--- src/rtl/addsub_res_station.sv ---
// addsub_res_station: two-entry reservation station feeding a single add/sub unit.
//
// Instructions are issued with operand values or producer tags (tag 0 = value
// present). Waiting entries snoop the common data bus; a ready entry is dispatched
// to the unit and held there until fu_done, after which the entry is released.
//
// Ports:
//   clk, reset_n             clock, asynchronous active-low reset
//   iss_valid/iss_ready      issue handshake (ready = at least one free entry)
//   iss_op/dest/label        opcode (000 ADD, 001 SUB), destination, owning tag
//   iss_vj/vk, iss_qj/qk     operand values and producer tags
//   cdb_valid/label/data     result broadcast snooped by waiting entries
//   fu_run/op/y/z/dest/label registered command to the add/sub unit
//   fu_done                  unit completion
//   iss_err                  one-cycle pulse on an illegal opcode
//   busy_cnt                 number of occupied entries
//
// Configuration macro: ADDSUB_RS_OLDEST_FIRST_EN -- when defined, dispatch picks
// the oldest ready entry using one age bit per entry; otherwise the lowest index.

module addsub_res_station #(
  parameter int unsigned DW = 9,
  parameter int unsigned TW = 3
) (
  input  logic          clk,
  input  logic          reset_n,
  input  logic          iss_valid,
  output logic          iss_ready,
  input  logic [2:0]    iss_op,
  input  logic [2:0]    iss_dest,
  input  logic [TW-1:0] iss_label,
  input  logic [DW-1:0] iss_vj,
  input  logic [DW-1:0] iss_vk,
  input  logic [TW-1:0] iss_qj,
  input  logic [TW-1:0] iss_qk,
  input  logic          cdb_valid,
  input  logic [TW-1:0] cdb_label,
  input  logic [DW-1:0] cdb_data,
  output logic          fu_run,
  output logic [2:0]    fu_op,
  output logic [DW-1:0] fu_y,
  output logic [DW-1:0] fu_z,
  output logic [2:0]    fu_dest,
  output logic [TW-1:0] fu_label,
  input  logic          fu_done,
  output logic          iss_err,
  output logic [1:0]    busy_cnt
);

  localparam int unsigned NE = 2;

  typedef enum logic [1:0] {StFree, StWait, StReady, StExec} ent_st_e;
  typedef enum logic {StIdle, StBusy} disp_st_e;

  ent_st_e       st_q    [NE];
  ent_st_e       st_d    [NE];
  logic [2:0]    op_q    [NE];
  logic [2:0]    op_d    [NE];
  logic [2:0]    dest_q  [NE];
  logic [2:0]    dest_d  [NE];
  logic [TW-1:0] label_q [NE];
  logic [TW-1:0] label_d [NE];
  logic [TW-1:0] qj_q    [NE];
  logic [TW-1:0] qj_d    [NE];
  logic [TW-1:0] qk_q    [NE];
  logic [TW-1:0] qk_d    [NE];
  logic [DW-1:0] vj_q    [NE];
  logic [DW-1:0] vj_d    [NE];
  logic [DW-1:0] vk_q    [NE];
  logic [DW-1:0] vk_d    [NE];

  disp_st_e      disp_q, disp_d;
  logic          xi_q, xi_d;  // index of the executing entry
  logic          fu_run_q, fu_run_d;
  logic [2:0]    fu_op_q, fu_op_d;
  logic [DW-1:0] fu_y_q, fu_y_d;
  logic [DW-1:0] fu_z_q, fu_z_d;
  logic [2:0]    fu_dest_q, fu_dest_d;
  logic [TW-1:0] fu_label_q, fu_label_d;
  logic          err_q, err_d;
  logic [1:0]    cnt_q, cnt_d;

`ifdef ADDSUB_RS_OLDEST_FIRST_EN
  // old_q[i] set: entry i was allocated before the other occupied entry.
  logic          old_q [NE];
  logic          old_d [NE];
`endif

  logic legal, alloc, hit, rdy0, rdy1, sel, ai;

  assign iss_ready = (st_q[0] == StFree) || (st_q[1] == StFree);

  always_comb begin
    for (int i = 0; i < NE; i++) begin
      st_d[i]    = st_q[i];
      op_d[i]    = op_q[i];
      dest_d[i]  = dest_q[i];
      label_d[i] = label_q[i];
      qj_d[i]    = qj_q[i];
      qk_d[i]    = qk_q[i];
      vj_d[i]    = vj_q[i];
      vk_d[i]    = vk_q[i];
`ifdef ADDSUB_RS_OLDEST_FIRST_EN
      old_d[i]   = old_q[i];
`endif
    end
    disp_d     = disp_q;
    xi_d       = xi_q;
    fu_run_d   = fu_run_q;
    fu_op_d    = fu_op_q;
    fu_y_d     = fu_y_q;
    fu_z_d     = fu_z_q;
    fu_dest_d  = fu_dest_q;
    fu_label_d = fu_label_q;

    legal = (iss_op == 3'b000) || (iss_op == 3'b001);
    alloc = iss_valid && iss_ready && legal;
    err_d = iss_valid && iss_ready && !legal;
    // Tag 0 means "no dependency", so a broadcast on label 0 matches nothing.
    hit   = cdb_valid && (cdb_label != '0);

    // Snoop the bus for waiting entries; both operands may resolve together.
    for (int i = 0; i < NE; i++) begin
      if (st_q[i] == StWait) begin
        if (hit && (qj_q[i] == cdb_label)) begin
          vj_d[i] = cdb_data;
          qj_d[i] = '0;
        end
        if (hit && (qk_q[i] == cdb_label)) begin
          vk_d[i] = cdb_data;
          qk_d[i] = '0;
        end
        if ((qj_d[i] == '0) && (qk_d[i] == '0)) begin
          st_d[i] = StReady;
        end
      end
    end

    // Dispatch selection works on registered readiness only.
    rdy0 = (st_q[0] == StReady);
    rdy1 = (st_q[1] == StReady);
`ifdef ADDSUB_RS_OLDEST_FIRST_EN
    sel  = (rdy0 && rdy1) ? old_q[1] : rdy1;
`else
    sel  = !rdy0;
`endif

    if (disp_q == StIdle) begin
      if (rdy0 || rdy1) begin
        st_d[sel]  = StExec;
        disp_d     = StBusy;
        xi_d       = sel;
        fu_run_d   = 1'b1;
        fu_op_d    = op_q[sel];
        fu_y_d     = vj_q[sel];
        fu_z_d     = vk_q[sel];
        fu_dest_d  = dest_q[sel];
        fu_label_d = label_q[sel];
      end
    end else if (fu_done) begin
      st_d[xi_q] = StFree;
`ifdef ADDSUB_RS_OLDEST_FIRST_EN
      old_d[xi_q] = 1'b0;
`endif
      disp_d     = StIdle;
      fu_run_d   = 1'b0;
      fu_op_d    = '0;
      fu_y_d     = '0;
      fu_z_d     = '0;
      fu_dest_d  = '0;
      fu_label_d = '0;
    end

    // Allocation uses registered free state, so an entry freed this edge is not reused.
    ai = (st_q[0] != StFree);
    if (alloc) begin
      op_d[ai]    = iss_op;
      dest_d[ai]  = iss_dest;
      label_d[ai] = iss_label;
      vj_d[ai]    = iss_vj;
      qj_d[ai]    = iss_qj;
      vk_d[ai]    = iss_vk;
      qk_d[ai]    = iss_qk;
      // Bypass a broadcast that coincides with issue so it is never missed.
      if (hit && (iss_qj == cdb_label)) begin
        vj_d[ai] = cdb_data;
        qj_d[ai] = '0;
      end
      if (hit && (iss_qk == cdb_label)) begin
        vk_d[ai] = cdb_data;
        qk_d[ai] = '0;
      end
      st_d[ai] = ((qj_d[ai] == '0) && (qk_d[ai] == '0)) ? StReady : StWait;
`ifdef ADDSUB_RS_OLDEST_FIRST_EN
      old_d[ai]  = 1'b0;
      old_d[!ai] = (st_d[!ai] != StFree);
`endif
    end

    cnt_d = {1'b0, st_d[0] != StFree} + {1'b0, st_d[1] != StFree};
  end

  always_ff @(posedge clk or negedge reset_n) begin
    if (!reset_n) begin
      for (int i = 0; i < NE; i++) begin
        st_q[i]    <= StFree;
        op_q[i]    <= '0;
        dest_q[i]  <= '0;
        label_q[i] <= '0;
        qj_q[i]    <= '0;
        qk_q[i]    <= '0;
        vj_q[i]    <= '0;
        vk_q[i]    <= '0;
`ifdef ADDSUB_RS_OLDEST_FIRST_EN
        old_q[i]   <= 1'b0;
`endif
      end
      disp_q     <= StIdle;
      xi_q       <= 1'b0;
      fu_run_q   <= 1'b0;
      fu_op_q    <= '0;
      fu_y_q     <= '0;
      fu_z_q     <= '0;
      fu_dest_q  <= '0;
      fu_label_q <= '0;
      err_q      <= 1'b0;
      cnt_q      <= '0;
    end else begin
      for (int i = 0; i < NE; i++) begin
        st_q[i]    <= st_d[i];
        op_q[i]    <= op_d[i];
        dest_q[i]  <= dest_d[i];
        label_q[i] <= label_d[i];
        qj_q[i]    <= qj_d[i];
        qk_q[i]    <= qk_d[i];
        vj_q[i]    <= vj_d[i];
        vk_q[i]    <= vk_d[i];
`ifdef ADDSUB_RS_OLDEST_FIRST_EN
        old_q[i]   <= old_d[i];
`endif
      end
      disp_q     <= disp_d;
      xi_q       <= xi_d;
      fu_run_q   <= fu_run_d;
      fu_op_q    <= fu_op_d;
      fu_y_q     <= fu_y_d;
      fu_z_q     <= fu_z_d;
      fu_dest_q  <= fu_dest_d;
      fu_label_q <= fu_label_d;
      err_q      <= err_d;
      cnt_q      <= cnt_d;
    end
  end

  assign fu_run   = fu_run_q;
  assign fu_op    = fu_op_q;
  assign fu_y     = fu_y_q;
  assign fu_z     = fu_z_q;
  assign fu_dest  = fu_dest_q;
  assign fu_label = fu_label_q;
  assign iss_err  = err_q;
  assign busy_cnt = cnt_q;

endmodule

--- config.mk ---
export PLATFORM = sky130hd
export DESIGN_NAME = addsub_res_station
export DESIGN_NICKNAME = d
export VERILOG_FILES = /design/src/rtl/addsub_res_station.sv
export SDC_FILE = /design/constraint.sdc
export NUM_CORES = 1
export LEC_CHECK = 0
export ABC_AREA = 0
export CAP_MARGIN = 5
export CORE_MARGIN = 3
export CORE_UTILIZATION = 42
export CTS_BUF_LIST = sky130_fd_sc_hd__clkbuf_4
export DETAILED_ROUTE_END_ITERATION = 10
export GPL_TIMING_DRIVEN = 0
export PLACE_DENSITY = 0.73
export SKIP_CTS_REPAIR_TIMING = 1
export SLEW_MARGIN = 30
export SYNTH_ARGS = -nofsm -noshare
export SYNTH_HDL_FRONTEND = slang
export SYNTH_SLANG_ARGS = --single-unit
--- constraint.sdc ---
create_clock -name clk -period 5.2 [get_ports clk]
set_input_delay 1.56 -clock clk [delete_from_list [all_inputs] [get_ports clk]]
set_output_delay 1.56 -clock clk [all_outputs]
set_load 0.01 [all_outputs]
* Yosys cells after proc, flatten, opt, wreduce, memory -nomap -nowiden
Index checks and enable logic that the tools add are counted.
Operators by class: $add $sub $neg 1, $lt $le $gt $ge 6, equal/unequal tests 12, multiplexer cells 98, bitwise logic cells 10, reduce and logical (&&, ||, !) cells 37
Operator list (number):
- 9-bit 2-to-1 mux | 20
- 3-bit 2-to-1 mux | 35
- 18-bit bitwise mux | 4
- 18-bit 2-to-1 mux | 4
- 6-bit 2-to-1 mux | 6
- 6-bit bitwise mux | 5
- 3-bit zero test | 7
- 3-bit == test | 6
- 1-bit logical AND | 16
- 2-bit 2-to-1 mux | 8
- 4-bit 2-to-1 mux | 4
- 6-bit bitwise AND | 2
- 9-bit demux with 1-bit select | 1
- 2-bit nonzero test | 4
- 2-bit demux with 1-bit select | 3
- 2-bit greater-or-equal comparator, second input constant | 3
- 2-bit by 1-bit less-than comparator with 1-bit output, second input constant | 3
- 1-bit 2-to-1 mux | 6
- 1-bit NOT with 2-bit output | 3
- 6-bit NOT | 1
- 4-bit bitwise AND | 1
- 4-bit bitwise mux | 1
- 2-bit by 1-bit == test with 1-bit output, second input constant | 2
- 2-bit == test, second input constant | 2
- 12 further kinds | 17
Storage, ports and cells: flip-flop bits (word level) 103, input bits 50, logic and storage cells 190

* Depth between registers and ports, before layout
word-level depth 20, gate-level depth with buffers 8, mapped depth without buffers 5

* Worst setup path after synthesis
Ideal clock, no wire load.
path kind input to register, start input port iss_op[2], end register cnt_q[0] (netlist: busy_cnt[0]), library setup time 126 ps, arrival time 3129 ps, required time 5074 ps, setup slack 1945 ps, stages 7, buffers on the path 3, cells stage by stage or3b_4 -> or4_1 -> buf_6 -> buf_6 -> buf_2 -> nand2_1 -> ha_1
On the way: cells in the longest elaborated chain, start to end 6, elaborated cells between the ends (all ways) 8, those cells by class add/sub (1); eq/ne (1); mux (1); reduce/logical (5)
Ends and longest elaborated chain:
- start, declared | line 29 | input logic [2:0] iss_op,
- 3-bit by 1-bit == test with 1-bit output / 3-bit zero test (equally long branches) | line 116 | legal = (iss_op == 3'b000) || (iss_op == 3'b001);
- 1-bit logical OR * | line 116
- 1-bit logical AND * | line 117 | alloc = iss_valid && iss_ready && legal;
- 4-bit 2-to-1 mux * | line 176 | if (alloc) begin
- 2-bit nonzero test | line 200 | cnt_d = {1'b0, st_d[0] != StFree} + {1'b0, st_d[1] != StFree};
- 1-bit by 1-bit adder with 2-bit output * | line 200
- via cnt_d[0] | line 81 | logic [1:0] cnt_q, cnt_d;
- end signal, assigned | line 251 | cnt_q <= cnt_d;
- end, declared | line 81
The timed path passes the listed nets; every way through them passes the cells marked *. A chain may end at the register's enable or synchronous reset.

==> key figures <==
Outcome
  • Run status: completed

Logic synthesis
  • Sequential fraction of the synthesis area: 0.508
  • Area contributors post-synth: dfrtp_1, o221a_2, mux2i_1
  • Synth warn: 0
  • Asr flop ratio synth: 1.00
  • Syn avg cell area: 10.2 um2
  • EDFF count, synth: 0
  • Main synth FF type: dfrtp_1
  • Post-synth top area cell: dfrtp_1
  • Seq cells post-synth: between 100 and 150
  • Synth Instances: 498
  • Syn_nets: 549
  • Synth cell types: 52
  • Share of Yosys cell area claimed by the top area cell type: 0.508
  • Mapped Area: approximately 5100 um2

Place
  • GPL Wtd Cong: 0.848
  • Placed Instance Area: 6070 um2
  • Post-DP HPWL: 9.73 mm
  • Placed Instances: about 720
  • Pre-CTS WS: 1.13 ns
  • Port Buffers: just under 80

Floorplanning
  • # IOs: 82
  • Die H: 116 um
  • # rows: 39
  • Die X: 116 um
  • Starting Density: 0.437
  • Core area: approximately 12000 um2
  • Die area: 13400 um2

CTS
  • Clock latency on the worst-skew pair: 0.47 ns
  • CTS max path bufs: 2
  • Max H-tree Level: 3
  • CTS tree: built
  • Reg clk slew, reported paths: 0.15 ns
  • Num CTS Buffers: 9
  • Clk root buf: clkbuf_4
  • Clk sink count: 103

Pwr
  • Leakage Power: approximately 2.6 nW
  • Worst VDD drop: 0.000226 V
  • Power Density: 491 nW/um2
  • Design Power: 3.04 mW

Detailed routing
  • Drt via density: 5.75
  • Vias: 4238
  • Routed wire per std cell: between 15 and 20 um
  • Initial DRC Count: ~300
  • Final antenna-violating net count: 0
  • # DRC: 0
  • Post-Route WL: between 10 and 15 mm
  • DRT Pass-1 Iters: 5

Final layout
  • Filler cells: 1056
  • Cell Count, Final, Fillers Out: 737
  • Most frequent cells in the layout: dfrtp_1, clkdlybuf4s50_1, nand2_1
  • Fin util: 0.534
  • Ant diodes: 0
  • Proportion of layout cells with a drive suffix above 1: 0.120
  • Layout overhead on the synthesized area: 22.1%
  • Most common cell after layout, fill and taps aside: dfrtp_1
  • Nets@finish: 640
  • Cell area after layout: slightly above 6000 um2

Setup path
  • WP data required: 5.50 ns
  • FF-to-FF path depth: 7
  • Reg2reg end: vj_q[9]$_DFF_PN0_
  • Kind of critical path: in2reg
  • Flop2flop setup slack: 2.91 ns
  • Crit path launch: cdb_label[1]
  • Crit path capture type: flop
  • Worst r2r src: st_q[3]$_DFF_PN0_
  • Critical Path Start Type: input port
  • Data arrival, critical path: around 4.0 ns
  • Critical Path Fanout Max: 10

GRT
  • Initial antenna violation count: 0
  • Total GRT Usage: 0.202
  • Pin count of the biggest net entering global routing: 75
  • Total global routing overflow: 0
  • Vias in the first global route: 4245
  • First-pass GRT wire length: approximately 21 mm

Timing
  • Part of the cycle the worst path needs: 0.703
  • Pins over their slew limit: 0
  • Minimum clock period: 3.66 ns
  • Setup Skew: 0.0214 ns
  • Setup-failing EPs final: 0
  • Slew HR: 0.449
  • Hold_ws: slightly below 0.5 ns
  • Fmax: 274 MHz
  • Final Hold Vio Count: 0
  • RSZ-0062 raised after global routing: false
  • Final WS setup: roughly 1.5 ns
  • Worst-Margin Slew: about 0.82 ns
  • Setup TNS: 0 ns

Flow run
  • Max-cap violations: 0

Hold path
  • Worst hold path depth: 2
  • Hold endpoint: dest_q[2]$_DFFE_PN0P_
  • Hold Path Class: reg2reg
  • Hold Crit Start: dest_q[2]$_DFFE_PN0P_
==> logic make-up (layout without fill, tap and decap cells) <==
| group | count (synthesis) | in the layout | synth area share |
|---|---|---|---|
| compound gates | 119 | 119 | 0.189 |
| simple gates | 170 | 170 | 0.164 |
| fa+ha+maj | 1 | 1 | 0.00247 |
| flops | 103 | 103 | 0.508 |
| buf+inv | 60 | 156 | 0.0523 |
| xor+xnor | 18 | 18 | 0.0311 |
| mux | 27 | 27 | 0.0533 |
==> synth_stat cells, drive strengths merged, types with 12 or more instances <==
library cell	n
clkbuf	18
o31ai	14
buf	15
mux2i	27
inv	27
o21ai	34
dfrtp	103
nand2b	20
xnor2	12
nand2	71
nor2	18
nand3	19
o221a	28
==> worst max-delay path, stage by stage <==
cell and delay (ns):
clkdlybuf4s50_1 0.51, buf_2 0.28, xnor2_1 0.20, nand3_1 0.21
or3_1 0.37, a211oi_2 0.63, a221oi_1 0.19
==> power breakdown <==
group	switching [mW]	total (mW)	leakage (nW)	internal, mW
Sequential	0.209	1.34	1.25	1.13
Combinational	0.646	1.30	1.30	0.656
Clock	0.286	0.398	0.0713	0.112
Total	1.14	3.04	2.62	1.90
==> routing by layer <==
metal / vias to the layer above / GRT usage / part of all wire
li1: 1964 / - / -
met1: 2114 / 0.277 / 0.45
met2: 142 / 0.335 / 0.48
met3: 18 / 0.0245 / 0.051
met4: 0 / 0.0673 / 0.020
met5: - / 0 / 0
==> state kept, by name, summed over array words and instances, names as in the netlist <==
signal    cells
fu_op         3
qj_q          6
st_q          4
iss_err       1
busy_cnt      2
fu_z          9
fu_y          9
qk_q          6
fu_label      3
xi_q          1
disp_q        1
fu_dest       3
vk_q         18
vj_q         18
dest_q        6
op_q          6
label_q       6
fu_run        1
==> final cells by class <==
| cell class | instances | area, um2 | share of cell area |
|---|---|---|---|
| Clock inverter | 6 | 50.0 | 0.00808 |
| Sequential cell | 103 | 2580 | 0.416 |
| Timing Repair Buffer | 80 | 820 | 0.132 |
| Tap cell | 143 | 179 | 0.0289 |
| Clock buffer | 10 | 75.1 | 0.0121 |
| Inverter | 27 | 101 | 0.0164 |
| Multi-Input combinational cell | 335 | 2230 | 0.360 |
| Buffer | 33 | 164 | 0.0264 |
==> how the worst max path moves through the flow <==
stage | to | slack, ns | cells after the start
2_1_floorplan | busy_cnt[0]$_DFF_PN0_ | 1.94 | 7
3_3_place_gp | fu_label[0]$_DFFE_PN0P_ | -1.17 | 1
3_5_place_dp | vk_q[17]$_DFF_PN0_ | 1.13 | 7
4_1_cts | vk_q[13]$_DFF_PN0_ | 1.61 | 7
5_1_grt | vk_q[17]$_DFF_PN0_ | 1.48 | 7
6_report | vk_q[16]$_DFF_PN0_ | 1.54 | 7
(Power assumes the default switching activity.)
